## src/rtl/uart_controller.sv

```systemverilog
// uart_controller: UART command receiver driving light/fan/alarm enables; optional echo on tx via `UART_CTRL_ECHO_EN
module uart_controller #(
    parameter int CLKS_PER_BIT = 434
) (
    input  logic       clk,
    input  logic       rst,
    input  logic       rx,
    output logic       tx,
    output logic [7:0] data_out,
    output logic       light_control,
    output logic       fan_control,
    output logic       alarm_control
);
    localparam int CW = $clog2(CLKS_PER_BIT);
    localparam logic [CW-1:0] FULL = CW'(CLKS_PER_BIT - 1);
    localparam logic [CW-1:0] HALF = CW'(CLKS_PER_BIT / 2 - 1);

    typedef enum logic [1:0] {S_IDLE, S_START, S_DATA, S_STOP} state_t;

    logic          r_rx_s1, r_rx_s2, r_rx_d;
    state_t        r_rx_state, w_rx_next;
    logic [CW-1:0] r_rx_cnt;
    logic [2:0]    r_rx_bit;
    logic [7:0]    r_rx_byte;
    logic          r_rx_done;
    logic          w_rx_fall, w_rx_tick, w_rx_valid;

    // two-flop synchronizer plus one delayed copy for falling-edge detection
    always_ff @(posedge clk or negedge rst)
        if (!rst) {r_rx_s1, r_rx_s2, r_rx_d} <= 3'b111;
        else      {r_rx_s1, r_rx_s2, r_rx_d} <= {rx, r_rx_s1, r_rx_s2};

    // rx state register
    always_ff @(posedge clk or negedge rst)
        if (!rst) r_rx_state <= S_IDLE;
        else      r_rx_state <= w_rx_next;

    // rx next state: half-bit start check, eight mid-bit data samples, one stop sample
    always_comb begin
        w_rx_next = r_rx_state;
        case (r_rx_state)
            S_IDLE:  if (w_rx_fall) w_rx_next = S_START;
            S_START: if (w_rx_tick) w_rx_next = r_rx_s2 ? S_IDLE : S_DATA;
            S_DATA:  if (w_rx_tick && r_rx_bit == 3'd7) w_rx_next = S_STOP;
            default: if (w_rx_tick) w_rx_next = S_IDLE;
        endcase
    end

    // rx strobes: edge, sample point, and a well-framed stop bit
    always_comb begin
        w_rx_fall  = r_rx_d & ~r_rx_s2;
        w_rx_tick  = (r_rx_state == S_START) ? (r_rx_cnt == HALF) : (r_rx_cnt == FULL);
        w_rx_valid = (r_rx_state == S_STOP) && w_rx_tick && r_rx_s2;
    end

    // rx bit timer, bit index and LSB-first shift register
    always_ff @(posedge clk or negedge rst)
        if (!rst) begin
            r_rx_cnt  <= '0;
            r_rx_bit  <= 3'd0;
            r_rx_byte <= 8'h00;
            r_rx_done <= 1'b0;
        end else begin
            r_rx_cnt  <= (r_rx_state == S_IDLE || w_rx_tick) ? '0 : r_rx_cnt + 1'b1;
            r_rx_bit  <= (r_rx_state != S_DATA) ? 3'd0 : r_rx_bit + {2'b00, w_rx_tick};
            if (r_rx_state == S_DATA && w_rx_tick) r_rx_byte <= {r_rx_s2, r_rx_byte[7:1]};
            r_rx_done <= w_rx_valid;
        end

    // commit a valid byte and apply its command to the level outputs
    always_ff @(posedge clk or negedge rst)
        if (!rst) begin
            data_out      <= 8'h00;
            light_control <= 1'b0;
            fan_control   <= 1'b0;
            alarm_control <= 1'b0;
        end else if (r_rx_done) begin
            data_out      <= r_rx_byte;
            light_control <= (r_rx_byte == 8'h4C) ? 1'b1 : (r_rx_byte == 8'h6C) ? 1'b0 : light_control;
            fan_control   <= (r_rx_byte == 8'h46) ? 1'b1 : (r_rx_byte == 8'h66) ? 1'b0 : fan_control;
            alarm_control <= (r_rx_byte == 8'h41) ? 1'b1 : (r_rx_byte == 8'h61) ? 1'b0 : alarm_control;
        end

`ifdef UART_CTRL_ECHO_EN
    state_t        r_tx_state, w_tx_next;
    logic [CW-1:0] r_tx_cnt;
    logic [2:0]    r_tx_bit;
    logic [7:0]    r_tx_shift, r_hold;
    logic          r_hold_valid;
    logic          w_tx_tick, w_tx_load, w_cmd;

    // recognized commands echo themselves, anything else answers '?'
    always_comb
        w_cmd = (r_rx_byte == 8'h4C) || (r_rx_byte == 8'h6C) || (r_rx_byte == 8'h46) ||
                (r_rx_byte == 8'h66) || (r_rx_byte == 8'h41) || (r_rx_byte == 8'h61);

    // tx state register
    always_ff @(posedge clk or negedge rst)
        if (!rst) r_tx_state <= S_IDLE;
        else      r_tx_state <= w_tx_next;

    // tx next state: leave idle whenever a response is parked
    always_comb begin
        w_tx_next = r_tx_state;
        case (r_tx_state)
            S_IDLE:  if (r_hold_valid) w_tx_next = S_START;
            S_START: if (w_tx_tick) w_tx_next = S_DATA;
            S_DATA:  if (w_tx_tick && r_tx_bit == 3'd7) w_tx_next = S_STOP;
            default: if (w_tx_tick) w_tx_next = S_IDLE;
        endcase
    end

    // tx outputs: line level per state, bit strobe and hold-register pickup
    always_comb begin
        w_tx_tick = (r_tx_cnt == FULL);
        w_tx_load = (r_tx_state == S_IDLE) && r_hold_valid;
        tx        = (r_tx_state == S_START) ? 1'b0 : (r_tx_state == S_DATA) ? r_tx_shift[0] : 1'b1;
    end

    // tx timer, shifter and one-deep response holding register (newest wins)
    always_ff @(posedge clk or negedge rst)
        if (!rst) begin
            r_tx_cnt     <= '0;
            r_tx_bit     <= 3'd0;
            r_tx_shift   <= 8'h00;
            r_hold       <= 8'h00;
            r_hold_valid <= 1'b0;
        end else begin
            r_tx_cnt     <= (r_tx_state == S_IDLE || w_tx_tick) ? '0 : r_tx_cnt + 1'b1;
            r_tx_bit     <= (r_tx_state != S_DATA) ? 3'd0 : r_tx_bit + {2'b00, w_tx_tick};
            if (w_tx_load) r_tx_shift <= r_hold;
            else if (r_tx_state == S_DATA && w_tx_tick) r_tx_shift <= {1'b0, r_tx_shift[7:1]};
            r_hold_valid <= r_rx_done | (r_hold_valid & ~w_tx_load);
            if (r_rx_done) r_hold <= w_cmd ? r_rx_byte : 8'h3F;
        end
`else
    assign tx = 1'b1;
`endif
endmodule

```

## config.mk

```make
export PLATFORM = sky130hd
export DESIGN_NAME = uart_controller
export DESIGN_NICKNAME = d
export VERILOG_FILES = /design/src/rtl/uart_controller.sv
export SDC_FILE = /design/constraint.sdc
export NUM_CORES = 1
export LEC_CHECK = 0
export CORE_ASPECT_RATIO = 1.2
export CORE_MARGIN = 4
export CORE_UTILIZATION = 40
export DETAILED_ROUTE_END_ITERATION = 6
export GPL_ROUTABILITY_DRIVEN = 0
export PLACE_DENSITY_LB_ADDON = 0.1
export REMOVE_ABC_BUFFERS = 1
export SLEW_MARGIN = 20
export SYNTH_ARGS = -nofsm -noshare
export SYNTH_HDL_FRONTEND = slang
export SYNTH_SLANG_ARGS = --single-unit
export TNS_END_PERCENT = 5
```

## constraint.sdc

```tcl
create_clock -name clk -period 3.9 [get_ports clk]
set_clock_uncertainty 0.15 [all_clocks]
set_input_delay 0.78 -clock clk [delete_from_list [all_inputs] [get_ports clk]]
set_output_delay 0.78 -clock clk [all_outputs]
set_load 0.03 [all_outputs]
```

==> results by group <==
Status
  • Status: completed

Placement
  • Placement Cell Area: 1762 µm²
  • Placed Cells: 186
  • Worst slack, placed: 1.357 ns
  • DP HPWL: 1.913 mm
  • I/O Buffers: 13

Clocking
  • CTS tree: yes
  • Worst skew pair latency: 0.28 ns
  • H-tree depth: 2
  • CTS Buf Count: 5
  • Clk slew on worst S/H paths: 0.07 ns
  • Clk sink count: 37
  • CTS Buffer Depth: 2
  • Cts-stage hold buffer count: 0
  • Root Buffer: clkbuf_8
  • CTS resizes: 0
  • Post-CTS Setup Repair Bufs: 0

Critical path
  • CP Capture Type: flop
  • Required @ worst endpoint: 3.93 ns
  • Crit-path max cell delay: 0.59 ns
  • CP delay by family, top: simple AND/OR/NAND/NOR gates
  • Worst setup path class: reg -> reg
  • Crit-path cells: nand2b_4 > or4_1 > a21oi_2 > ha_1 > ha_1 > and3_1
  • Crit-path max FO: 10
  • CP Buf/Inv Count: 0
  • Worst Path Arrival: 2.54 ns
  • Type of origin of the critical path: flop
  • CP max-delay cell: or4_1
  • Cell mode on critical path: ha_1

GRT
  • Grt ovf: 0
  • First-pass GRT wire length: 4.981 mm
  • GRT Util Overall: 12.75%
  • Vias in the first global route: 1066
  • Largest net degree at the start of global routing: 20
  • Initial antenna violation count: 0

Synthesis
  • Seq cells post-synth: 37
  • Yosys warnings: 0
  • Cells after Synth: 124
  • Synth unique cells: 33
  • Post-synthesis cell area: 1587 µm²
  • Synthesized area per cell: 12.79 µm²
  • Sequential fraction of the synthesis area: 58.60%

Drt
  • Avg WL per Cell: 13.52 µm
  • Pre-antenna DRT Iters: 4
  • Post-Route WL: 2.623 mm
  • DRC: 0
  • Iter 0 DRT Violations: 23
  • Vias after detailed routing: 984
  • Final ANT Viol Nets: 0
  • Vias per cell: 5.072

Floorplan
  • # IOs: 15
  • Initial Utilization: 42.61%
  • Die height: 76.99 µm
  • Die width: 65.49 µm
  • CORE AREA: 3724 µm²
  • Die area: 5042 µm²
  • Row Count: 24

Timing
  • Fmax achieved: 397.3 MHz
  • Final WS setup: 1.383 ns
  • Setup TNS: 0 ns
  • Setup Viol. Count Final: 0
  • Final period util: 64.53%
  • RSZ-0062 raised after global routing: no
  • Slew Viols, Final: 0
  • Min cycle time layout: 2.517 ns
  • Hold WS: 0.2085 ns
  • Final hold violations: 0
  • Headroom to the max-slew limit: 45.55%
  • Worst Max-Slew Pin Slew: 0.8142 ns

Pwr
  • P per Cell Area: 479.9 nW/µm²
  • Worst VDD drop: 0.0003361 V
  • Total power: 0.9031 mW
  • Leakage: 0.8654 nW

Final layout
  • Final instance area: 1882 µm²
  • Commonest non-fill, non-tap cells in the layout: dfrtp_1, mux2_2, clkdlybuf4s50_1, nor3_1
  • ANT cells: 0
  • Nets@finish: 147
  • Area Growth Syn to Fin: 18.61%
  • Leading cell type in the layout, fill and taps excluded: dfrtp_1
  • Post-layout util: 50.54%
  • Layout cells sized above 1: 21.83%
  • Non-filler cells, final: 194
  • Filler cells: 362

Flow run
  • Max-cap violations: 0

Min path
  • Worst min-delay path class: reg -> reg
-- cells by family after synthesis --
logic type | count (synthesis) | synth area share, %
xor gates and xnor gates | 8 | 4.417
other | 1 | 0.2364
buffers and inverters | 9 | 2.918
DFF | 37 | 58.60
and+or+nand+nor | 40 | 14.43
adders and majority gates | 3 | 2.366
muxes | 19 | 13.25
AOI/OAI and AO/OA | 7 | 3.786
-- power by group --
group / internal, mW / total [mW] / switching (mW)
clock: 0.208 / 0.337 / 0.129
combinational: 0.0481 / 0.0930 / 0.0450
sequential: 0.422 / 0.473 / 0.0508
total: 0.678 / 0.903 / 0.225
-- path summary, 6_finish.rpt --
kind	from	to	slack [ns]	cells past startpoint
setup / recovery	r_rx_state[1]	r_rx_bit[1]	1.38	6
hold / removal	r_rx_s1	r_rx_s2	0.21	0
setup reg to reg	r_rx_state[1]	r_rx_bit[1]	1.38	6
hold reg to reg	r_rx_s1	r_rx_s2	0.21	0
max in group asynchronous	rst	r_rx_cnt[3]	2.04	2
min in group asynchronous	rst	data_out[1]	0.81	1
-- per-layer routing --
layer / vias to the layer above / track usage [%] / wire, µm
li1: 469 / - / -
met1: 492 / 14.04 / 1076
met2: 16 / 21.99 / 1386
met3: 7 / 3.655 / 100
met4: 0 / 6.224 / 59
met5: - / 0 / 0
-- state kept, by name, summed over array words and instances (netlist names) --
| name | flops |
|---|---|
| alarm_control | 1 |
| r_rx_done | 1 |
| r_rx_state | 2 |
| data_out | 8 |
| light_control | 1 |
| fan_control | 1 |
| r_rx_cnt | 9 |
| r_rx_byte | 8 |
| r_rx_bit | 3 |
| r_rx_s2 | 1 |
| r_rx_s1 | 1 |
| r_rx_d | 1 |
-- cell type report --
class	instances	area (µm²)	share of cell area [%]
clock buffers	6	82.58	4.388
multi-input cells	78	610.6	32.45
clock inverters	2	37.54	1.995
repair buffers	14	137.6	7.314
flip-flops and latches	37	929.6	49.40
well taps	52	65.06	3.457
inverters	5	18.77	0.9973
-- Yosys cell counts (all sizes together) --
master / number / area share, %
buf: 3 / 1.5
nor4: 1 / 0.39
o21ai: 1 / 0.32
nand3: 6 / 1.9
a211o: 1 / 0.55
and4: 1 / 0.55
nor2b: 1 / 0.39
nand4: 4 / 1.6
and3: 4 / 1.6
nor3: 9 / 2.8
xor2: 6 / 3.3
dfstp: 3 / 5.0
mux2i: 3 / 1.9
clkbuf: 1 / 0.24
a211oi: 2 / 1.7
conb: 1 / 0.24
or4: 1 / 0.47
ha: 3 / 2.4
nand4b: 1 / 0.55
a21oi: 3 / 1.2
xnor2: 2 / 1.1
nand2: 3 / 0.71
nand3b: 1 / 0.47
inv: 5 / 1.2
nor3b: 2 / 0.95
dfrtp: 34 / 54
mux2: 16 / 11
nand2b: 1 / 0.87
nor2: 5 / 1.2
Power figures use the tool's default switching activity.
